[src/rtl/clock_pkg.sv]
// Shared types and field limits for the clock's time/alarm setting path.
// Also holds the modular step helpers used when editing HH and MM fields.
package clock_pkg;

   localparam int HH_W = 5;
   localparam int MM_W = 6;
   localparam logic [HH_W-1:0] MAX_HH = 5'd23;
   localparam logic [MM_W-1:0] MAX_MM = 6'd59;

   typedef enum logic [2:0] {
      IDLE,
      T_HH,
      T_MM,
      A_HH,
      A_MM
   } set_state_t;

   typedef enum logic [1:0] {
      FIELD_NONE = 2'd0,
      FIELD_HH   = 2'd1,
      FIELD_MM   = 2'd2
   } field_t;

   // up=1 increments, up=0 decrements, both wrapping inside 0..MAX
   function automatic logic [HH_W-1:0] hh_step(input logic [HH_W-1:0] v, input logic up);
      if (up) return (v == MAX_HH) ? '0 : v + 1'b1;
      else    return (v == '0) ? MAX_HH : v - 1'b1;
   endfunction

   function automatic logic [MM_W-1:0] mm_step(input logic [MM_W-1:0] v, input logic up);
      if (up) return (v == MAX_MM) ? '0 : v + 1'b1;
      else    return (v == '0) ? MAX_MM : v - 1'b1;
   endfunction

endpackage

[src/rtl/time_set_controller_button_conditioner.sv]
// One raw push-button to a clean event pulse: 2-FF sync, debounce, rising-edge
// pulse and, when REPEAT_EN is set, periodic auto-repeat while held.
module button_conditioner #(
   parameter int DEBOUNCE_CYCLES = 16,
   parameter int REPEAT_CYCLES   = 50,
   parameter bit REPEAT_EN       = 1'b1
) (
   input  logic clk,
   input  logic rst_n,
   input  logic btn_i,
   output logic event_o
);

   localparam int DB_W = $clog2(DEBOUNCE_CYCLES + 1);
   localparam int RP_W = $clog2(REPEAT_CYCLES + 1);

   logic            sync1_q, sync2_q;
   logic [DB_W-1:0] db_cnt_q, db_cnt_d;
   logic            level_q, level_d;
   logic [RP_W-1:0] rep_cnt_q, rep_cnt_d;
   logic            event_q, event_d;

   always_comb begin
      db_cnt_d  = '0;
      level_d   = level_q;
      rep_cnt_d = '0;
      event_d   = 1'b0;
      // Count consecutive synced samples that disagree with the accepted level
      if (sync2_q != level_q) begin
         if (db_cnt_q == DB_W'(DEBOUNCE_CYCLES - 1)) begin
            level_d = sync2_q;
         end else begin
            db_cnt_d = db_cnt_q + 1'b1;
         end
      end
      if (level_d && !level_q) begin
         event_d = 1'b1;
      end else if (REPEAT_EN && level_q && level_d) begin
         if (rep_cnt_q == RP_W'(REPEAT_CYCLES - 1)) begin
            event_d = 1'b1;
         end else begin
            rep_cnt_d = rep_cnt_q + 1'b1;
         end
      end
   end

   always_ff @(posedge clk or negedge rst_n) begin
      if (!rst_n) begin
         sync1_q   <= 1'b0;
         sync2_q   <= 1'b0;
         db_cnt_q  <= '0;
         level_q   <= 1'b0;
         rep_cnt_q <= '0;
         event_q   <= 1'b0;
      end else begin
         sync1_q   <= btn_i;
         sync2_q   <= sync1_q;
         db_cnt_q  <= db_cnt_d;
         level_q   <= level_d;
         rep_cnt_q <= rep_cnt_d;
         event_q   <= event_d;
      end
   end

   assign event_o = event_q;

endmodule

[src/rtl/time_set_controller.sv]
// Button-driven editor for the running time and the alarm: mode walks
// T_HH -> T_MM -> A_HH -> A_MM, inc/dec edit, commits go out as one-cycle strobes.
module time_set_controller
   import clock_pkg::*;
#(
   parameter int DEBOUNCE_CYCLES = 16,
   parameter int REPEAT_CYCLES   = 50,
   parameter int TIMEOUT_CYCLES  = 1000
) (
   input  logic            clk,
   input  logic            rst_n,
   input  logic            btn_mode,
   input  logic            btn_inc,
   input  logic            btn_dec,
   input  logic [HH_W-1:0] cur_hh,
   input  logic [MM_W-1:0] cur_mm,
   output logic [HH_W-1:0] set_hh,
   output logic [MM_W-1:0] set_mm,
   output logic            time_load,
   output logic [HH_W-1:0] alarm_hh,
   output logic [MM_W-1:0] alarm_mm,
   output logic            alarm_load,
   output logic [1:0]      edit_field,
   output logic            edit_alarm
);

   localparam int TO_W = $clog2(TIMEOUT_CYCLES + 1);

   logic mode_ev, inc_ev, dec_ev;

   button_conditioner #(
      .DEBOUNCE_CYCLES(DEBOUNCE_CYCLES),
      .REPEAT_CYCLES  (REPEAT_CYCLES),
      .REPEAT_EN      (1'b0)
   ) u_mode (.clk(clk), .rst_n(rst_n), .btn_i(btn_mode), .event_o(mode_ev));

   button_conditioner #(
      .DEBOUNCE_CYCLES(DEBOUNCE_CYCLES),
      .REPEAT_CYCLES  (REPEAT_CYCLES),
      .REPEAT_EN      (1'b1)
   ) u_inc (.clk(clk), .rst_n(rst_n), .btn_i(btn_inc), .event_o(inc_ev));

   button_conditioner #(
      .DEBOUNCE_CYCLES(DEBOUNCE_CYCLES),
      .REPEAT_CYCLES  (REPEAT_CYCLES),
      .REPEAT_EN      (1'b1)
   ) u_dec (.clk(clk), .rst_n(rst_n), .btn_i(btn_dec), .event_o(dec_ev));

   set_state_t      state_q, state_d;
   logic [HH_W-1:0] edit_hh_q, edit_hh_d;
   logic [MM_W-1:0] edit_mm_q, edit_mm_d;
   logic [HH_W-1:0] set_hh_q, set_hh_d;
   logic [MM_W-1:0] set_mm_q, set_mm_d;
   logic [HH_W-1:0] alarm_hh_q, alarm_hh_d;
   logic [MM_W-1:0] alarm_mm_q, alarm_mm_d;
   logic            time_load_q, time_load_d;
   logic            alarm_load_q, alarm_load_d;
   logic [TO_W-1:0] to_cnt_q, to_cnt_d;
   field_t          field;

   logic any_ev, step_en;
   // Opposing inc/dec in the same cycle cancel out
   assign any_ev  = mode_ev | inc_ev | dec_ev;
   assign step_en = inc_ev ^ dec_ev;

   always_comb begin
      state_d      = state_q;
      edit_hh_d    = edit_hh_q;
      edit_mm_d    = edit_mm_q;
      set_hh_d     = set_hh_q;
      set_mm_d     = set_mm_q;
      alarm_hh_d   = alarm_hh_q;
      alarm_mm_d   = alarm_mm_q;
      time_load_d  = 1'b0;
      alarm_load_d = 1'b0;
      to_cnt_d     = '0;

      // Idle timeout aborts without any strobe
      if (state_q != IDLE && !any_ev) begin
         if (to_cnt_q == TO_W'(TIMEOUT_CYCLES - 1)) begin
            state_d = IDLE;
         end else begin
            to_cnt_d = to_cnt_q + 1'b1;
         end
      end

      if (mode_ev) begin
         case (state_q)
            IDLE: begin
               state_d   = T_HH;
               edit_hh_d = cur_hh;
               edit_mm_d = cur_mm;
            end
            T_HH: state_d = T_MM;
            T_MM: begin
               state_d     = A_HH;
               set_hh_d    = edit_hh_q;
               set_mm_d    = edit_mm_q;
               time_load_d = 1'b1;
               edit_hh_d   = alarm_hh_q;
               edit_mm_d   = alarm_mm_q;
            end
            A_HH: state_d = A_MM;
            A_MM: begin
               state_d      = IDLE;
               alarm_hh_d   = edit_hh_q;
               alarm_mm_d   = edit_mm_q;
               alarm_load_d = 1'b1;
            end
            default: state_d = IDLE;
         endcase
      end else if (step_en) begin
         case (state_q)
            T_HH, A_HH: edit_hh_d = hh_step(edit_hh_q, inc_ev);
            T_MM, A_MM: edit_mm_d = mm_step(edit_mm_q, inc_ev);
            default: ;
         endcase
      end
   end

   always_comb begin
      field = FIELD_NONE;
      case (state_q)
         T_HH, A_HH: field = FIELD_HH;
         T_MM, A_MM: field = FIELD_MM;
         default:    field = FIELD_NONE;
      endcase
   end

   always_ff @(posedge clk or negedge rst_n) begin
      if (!rst_n) begin
         state_q      <= IDLE;
         edit_hh_q    <= '0;
         edit_mm_q    <= '0;
         set_hh_q     <= '0;
         set_mm_q     <= '0;
         alarm_hh_q   <= '0;
         alarm_mm_q   <= '0;
         time_load_q  <= 1'b0;
         alarm_load_q <= 1'b0;
         to_cnt_q     <= '0;
      end else begin
         state_q      <= state_d;
         edit_hh_q    <= edit_hh_d;
         edit_mm_q    <= edit_mm_d;
         set_hh_q     <= set_hh_d;
         set_mm_q     <= set_mm_d;
         alarm_hh_q   <= alarm_hh_d;
         alarm_mm_q   <= alarm_mm_d;
         time_load_q  <= time_load_d;
         alarm_load_q <= alarm_load_d;
         to_cnt_q     <= to_cnt_d;
      end
   end

   assign set_hh     = set_hh_q;
   assign set_mm     = set_mm_q;
   assign time_load  = time_load_q;
   assign alarm_hh   = alarm_hh_q;
   assign alarm_mm   = alarm_mm_q;
   assign alarm_load = alarm_load_q;
   assign edit_field = field;
   assign edit_alarm = (state_q == A_HH) || (state_q == A_MM);

endmodule

[config.mk]
export PLATFORM = sky130hd
export DESIGN_NAME = time_set_controller
export DESIGN_NICKNAME = d
export VERILOG_FILES = /design/src/rtl/clock_pkg.sv /design/src/rtl/time_set_controller_button_conditioner.sv /design/src/rtl/time_set_controller.sv
export SDC_FILE = /design/constraint.sdc
export NUM_CORES = 1
export LEC_CHECK = 0
export BUFFER_PORTS_ARGS = -buffer_cell sky130_fd_sc_hd__buf_4
export CORE_MARGIN = 1
export CORE_UTILIZATION = 40
export CTS_CLUSTER_DIAMETER = 200
export DETAILED_ROUTE_END_ITERATION = 8
export PLACE_DENSITY = 0.58
export SLEW_MARGIN = 15
export SYNTH_ARGS = -nofsm -noshare
export SYNTH_HDL_FRONTEND = slang
export SYNTH_SLANG_ARGS = --single-unit
[constraint.sdc]
create_clock -name clk -period 2.8 [get_ports clk]
set_input_delay 0.14 -clock clk [delete_from_list [all_inputs] [get_ports clk]]
set_output_delay 0.14 -clock clk [all_outputs]
set_load 0.02 [all_outputs]
==> impl_metrics.py <==
metrics = {
    "placed_design": {
        "port-buffer-count": 42,
        "placement.setup.worst_slack_ns": 0.794,
        "hpwl_um": 5750,
        "gp_congestion": 0.857,
    },
    "clock_tree": {
        "cts.sink_count": 87,
        "clk_transition_reported_paths_ns": 0.08,
        "cts.repair.resized": 0,
        "number_of_clock_buffers_inserted_by_tritoncts": 9,
        "tritoncts": "yes",
        "clockBufferDepth": 2,
        "ctsRootBufferMaster": "sky130_fd_sc_hd__clkbuf_8",
        "htree_num_levels": 3,
        "worstSkewPairLatency_ns": 0.35,
    },
    "sta": {
        "finalCriticalPeriod_ns": 2.00,
        "skew_ns": 0.0103,
        "slew_violations": 0,
        "fin_setup_tns_ns": 0,
        "grt_setup_unrepaired": "no",
        "finalWorstSetupSlack_ns": 0.797,
        "fmax_mhz": 499,
        "timing.final.crit_share": 0.715,
        "setup-violations-final": 0,
        "fin_hold_ws_ns": 0.197,
        "timing.max_slew.rel_slack": 0.492,
        "worstMarginPinSlew_ns": 0.755,
        "final_hold_fails": 0,
    },
    "routing": {
        "detailedRoute.firstIterationViolations": 145,
        "drc": 0,
        "route.final.wire_length_um": 8300,
        "firstDrtPassIters": 4,
        "routed-via-count": 2983,
        "drtAntennaViolNets": 0,
        "avgRoutedWirePerCell_um": 14.2,
        "vias_per_cell": 5.11,
    },
    "die": {
        "fp-row-count": 37,
        "ios": 43,
        "total_core_area_um2": 10300,
        "chipWidth_um": 105,
        "initial_core_util": 0.411,
        "die-area_um2": 11000,
        "die_y_um": 105,
    },
    "pwr": {
        "sw_frac_of_total": 0.223,
        "switching_power_mw": 0.499,
        "power_frac_seq": 0.572,
        "leakage_nw": 2.25,
        "power_density_nw_per_um2": 457,
        "power_frac_clock": 0.394,
        "vdd_drop_max_uv": 299,
        "internal-power_mw": 1.74,
        "power_frac_comb": 0.034,
    },
    "synth": {
        "netlist_area_um2": 4220,
        "syn-num-nets": 428,
        "synth_seq_area_share": 0.516,
        "synth_flop_cell": "sky130_fd_sc_hd__dfrtp_1",
        "ys_async_sr_fraction": 1.00,
        "synth_cell_types": 56,
        "ys_ff_latch": 87,
        "netlist.top_cell.by_area": "sky130_fd_sc_hd__dfrtp_1",
        "syn-instance-count": 399,
        "synth_edf_count": 0,
        "synth_area_leaders": "sky130_fd_sc_hd__dfrtp_1 52%, sky130_fd_sc_hd__mux2_2 6.4%, sky130_fd_sc_hd__nor2_1 4.5%",
        "synth_largest_type_area_fraction": 0.516,
        "syn_avg_cell_area_um2": 10.6,
        "yosysWarningCount": 0,
    },
    "cells_and_area": {
        "total_area_of_sequential_cells_um2": 2180,
        "area_delta_synth_final_pct": 16.1,
        "fillCellCount": 996,
        "layout-drive-gt1-share": 0.201,
        "multi_input_gate_area_um2": 1910,
        "antenna_cells_inserted": 0,
        "layout_nets": 472,
    },
    "worst_setup_path": {
        "setup.worst_path.start": "u_mode.event_o",
        "worst_path_cell_trace": "buf_4, o21ai_1, a21oi_1, a211oi_1, a211o_1",
        "crit_path_max_fanout": 18,
        "critical_path.max_stage_delay_ns": 0.68,
        "worst-endpoint-arrival_ns": 2.24,
        "r2r.worst_path.cells": 5,
        "start_kind": "flop",
        "critPathCapture": "edit_mm_q[2]",
        "timing.setup.critical_path_class": "reg2reg",
        "ff2ff_setup_slack_ns": 0.80,
        "worst_ep_required_time_ns": 3.04,
        "crit_path_top_delay_cell": "sky130_fd_sc_hd__dfrtp_1",
        "end_kind": "flop",
        "critical_path.reg2reg.endpoint": "edit_mm_q[2]",
        "r2r_start": "u_mode.event_o",
    },
    "hold_path": {
        "hold_class": "in2reg",
    },
    "global_route": {
        "grt_start_max_net_pins": 57,
        "globalRoute.totalOverflow": 0,
        "antenna_violations_before_repair": 0,
        "first_global_vias": 3043,
        "gr-usage-all-layers": 0.164,
        "grt_first_pass_wirelength_um": 14400,
    },
    "run_status": {
        "status": "completed",
    },
    "flow_run": {
        "cap_viol_max_count": 0,
    },
}
==> per-stage QoR <==
| stage | util | power (mW) | cell area, um^2 | instances |
|---|---|---|---|---|
| after CTS | 0.477 | 2.28 | 4900 | 584 |
| final | 0.477 | 2.24 | 4900 | 584 |
| after detailed placement | 0.453 | 1.38 | 4660 | 564 |
| after global placement | 0.453 | 1.38 | 4660 | 564 |
| after global routing | 0.477 | 2.33 | 4900 | 584 |
| after floorplan | - | 1.33 | 4220 | 399 |
==> kinds of logic after synthesis <==
group	share of synthesized area
simple gates	0.164
flops	0.516
compound gates	0.111
buf+inv	0.0323
mux	0.0786
xor+xnor	0.0602
fa+ha+maj	0.0385
==> routing by layer <==
| layer | vias up | wire length, um | part of all wire | track usage |
|---|---|---|---|---|
| li1 | 1482 | - | - | - |
| met1 | 1445 | 3960 | 0.48 | 0.218 |
| met2 | 47 | 3950 | 0.48 | 0.264 |
| met3 | 9 | 302 | 0.036 | 0.0393 |
| met4 | 0 | 93 | 0.011 | 0.0553 |
| met5 | - | 0 | 0 | 0 |
==> critical path, delay by kind of cell, from the launching register on <==
family / cells / cell delay [ns]
AOI/OAI and AO/OA: 4 / 0.91
buffers and inverters: 1 / 0.30
DFF: 1 / 0.68
==> registers in the layout (all words and copies together) (netlist names), 3 cells and up <==
register,flops
alarm_hh,5
alarm_mm,6
edit_hh_q,5
edit_mm_q,6
set_hh,5
set_mm,6
state_q,3
to_cnt_q,10
u_dec.db_cnt_q,5
u_dec.rep_cnt_q,6
u_inc.db_cnt_q,5
u_inc.rep_cnt_q,6
u_mode.db_cnt_q,5
==> cell usage after synthesis, types with 5 or more instances <==
| cell type | count |
|---|---|
| sky130_fd_sc_hd__xnor2_1 | 15 |
| sky130_fd_sc_hd__dfrtp_1 | 87 |
| sky130_fd_sc_hd__a21oi_1 | 18 |
| sky130_fd_sc_hd__o21ai_0 | 16 |
| sky130_fd_sc_hd__nand2_1 | 20 |
| sky130_fd_sc_hd__nor2b_1 | 8 |
| sky130_fd_sc_hd__nand3_1 | 14 |
| sky130_fd_sc_hd__xor2_1 | 14 |
| sky130_fd_sc_hd__and3_1 | 5 |
| sky130_fd_sc_hd__clkbuf_1 | 6 |
| sky130_fd_sc_hd__nor3_1 | 9 |
| sky130_fd_sc_hd__ha_1 | 13 |
| sky130_fd_sc_hd__buf_2 | 10 |
| sky130_fd_sc_hd__nor3b_1 | 6 |
| sky130_fd_sc_hd__mux2i_1 | 5 |
| sky130_fd_sc_hd__nor2_1 | 51 |
| sky130_fd_sc_hd__mux2_2 | 24 |
| sky130_fd_sc_hd__inv_1 | 12 |
==> placed cells by master (no fill, tap or decap), types with 2 or more instances in the layout <==
cell / synthesis / final
sky130_fd_sc_hd__nor2b_1: 8 / 8
sky130_fd_sc_hd__inv_1: 12 / 12
sky130_fd_sc_hd__a22o_1: 2 / 2
sky130_fd_sc_hd__clkinv_4: 0 / 2
sky130_fd_sc_hd__xnor2_1: 15 / 15
sky130_fd_sc_hd__a21oi_1: 18 / 18
sky130_fd_sc_hd__o21a_1: 4 / 4
sky130_fd_sc_hd__mux2_2: 24 / 24
sky130_fd_sc_hd__a21o_1: 4 / 4
sky130_fd_sc_hd__and2_1: 3 / 3
sky130_fd_sc_hd__nand3_1: 14 / 14
sky130_fd_sc_hd__nor3_1: 9 / 9
sky130_fd_sc_hd__xor2_1: 14 / 14
sky130_fd_sc_hd__nor2_1: 51 / 51
sky130_fd_sc_hd__o21ai_0: 16 / 16
sky130_fd_sc_hd__a211o_1: 3 / 3
sky130_fd_sc_hd__a31oi_1: 4 / 4
sky130_fd_sc_hd__a211oi_1: 3 / 3
sky130_fd_sc_hd__o31ai_1: 2 / 2
sky130_fd_sc_hd__mux2i_1: 5 / 5
sky130_fd_sc_hd__dlygate4sd3_1: 0 / 4
sky130_fd_sc_hd__nor3b_1: 6 / 6
sky130_fd_sc_hd__ha_1: 13 / 13
sky130_fd_sc_hd__nor4_1: 3 / 3
sky130_fd_sc_hd__dfrtp_1: 87 / 87
sky130_fd_sc_hd__nand2b_1: 4 / 4
sky130_fd_sc_hd__clkbuf_8: 0 / 10
sky130_fd_sc_hd__a41oi_1: 2 / 2
sky130_fd_sc_hd__nand4_1: 3 / 3
sky130_fd_sc_hd__nand2_1: 20 / 20
sky130_fd_sc_hd__buf_4: 2 / 48
sky130_fd_sc_hd__clkinv_2: 0 / 2
sky130_fd_sc_hd__a221oi_1: 2 / 2
sky130_fd_sc_hd__and4b_1: 2 / 2
sky130_fd_sc_hd__and3_1: 5 / 5
==> how the worst min path moves through the flow <==
stage	slack (ns)	startpoint	end	depth (start not counted)
floorplan	-0.16	rst_n	alarm_hh[0]	0
global placement	0.25	rst_n	to_cnt_q[7]	1
detailed placement	0.25	rst_n	to_cnt_q[7]	1
CTS	0.18	cur_mm[1]	edit_mm_q[1]	4
global route	0.23	cur_mm[1]	edit_mm_q[1]	4
finish	0.20	cur_mm[1]	edit_mm_q[1]	4
==> layout make-up <==
class	count	share of cell area
sequential	87	0.444
multi-input combinational	281	0.389
timing repair buffer	52	0.0817
tap	136	0.0347
clock buffer	11	0.0289
clock inverter	5	0.0117
inverter	12	0.00920
==> power groups by stage <==
stage               clock, mW  combinational, mW  sequential (mW)
CTS                     0.919             0.0800             1.28
finish                  0.882             0.0764             1.28
detailed placement          0             0.0755             1.31
global placement            0             0.0736             1.31
floorplan                   0             0.0253             1.30
global route            0.957             0.0893             1.28
==> timing repair <==
action / CTS / global route
endpoints found under the hold margin: 57 / 0
hold buffers: 4 / 0
buffers inserted: 0 / 0
No activity file was read; power rests on OpenSTA's default activity.
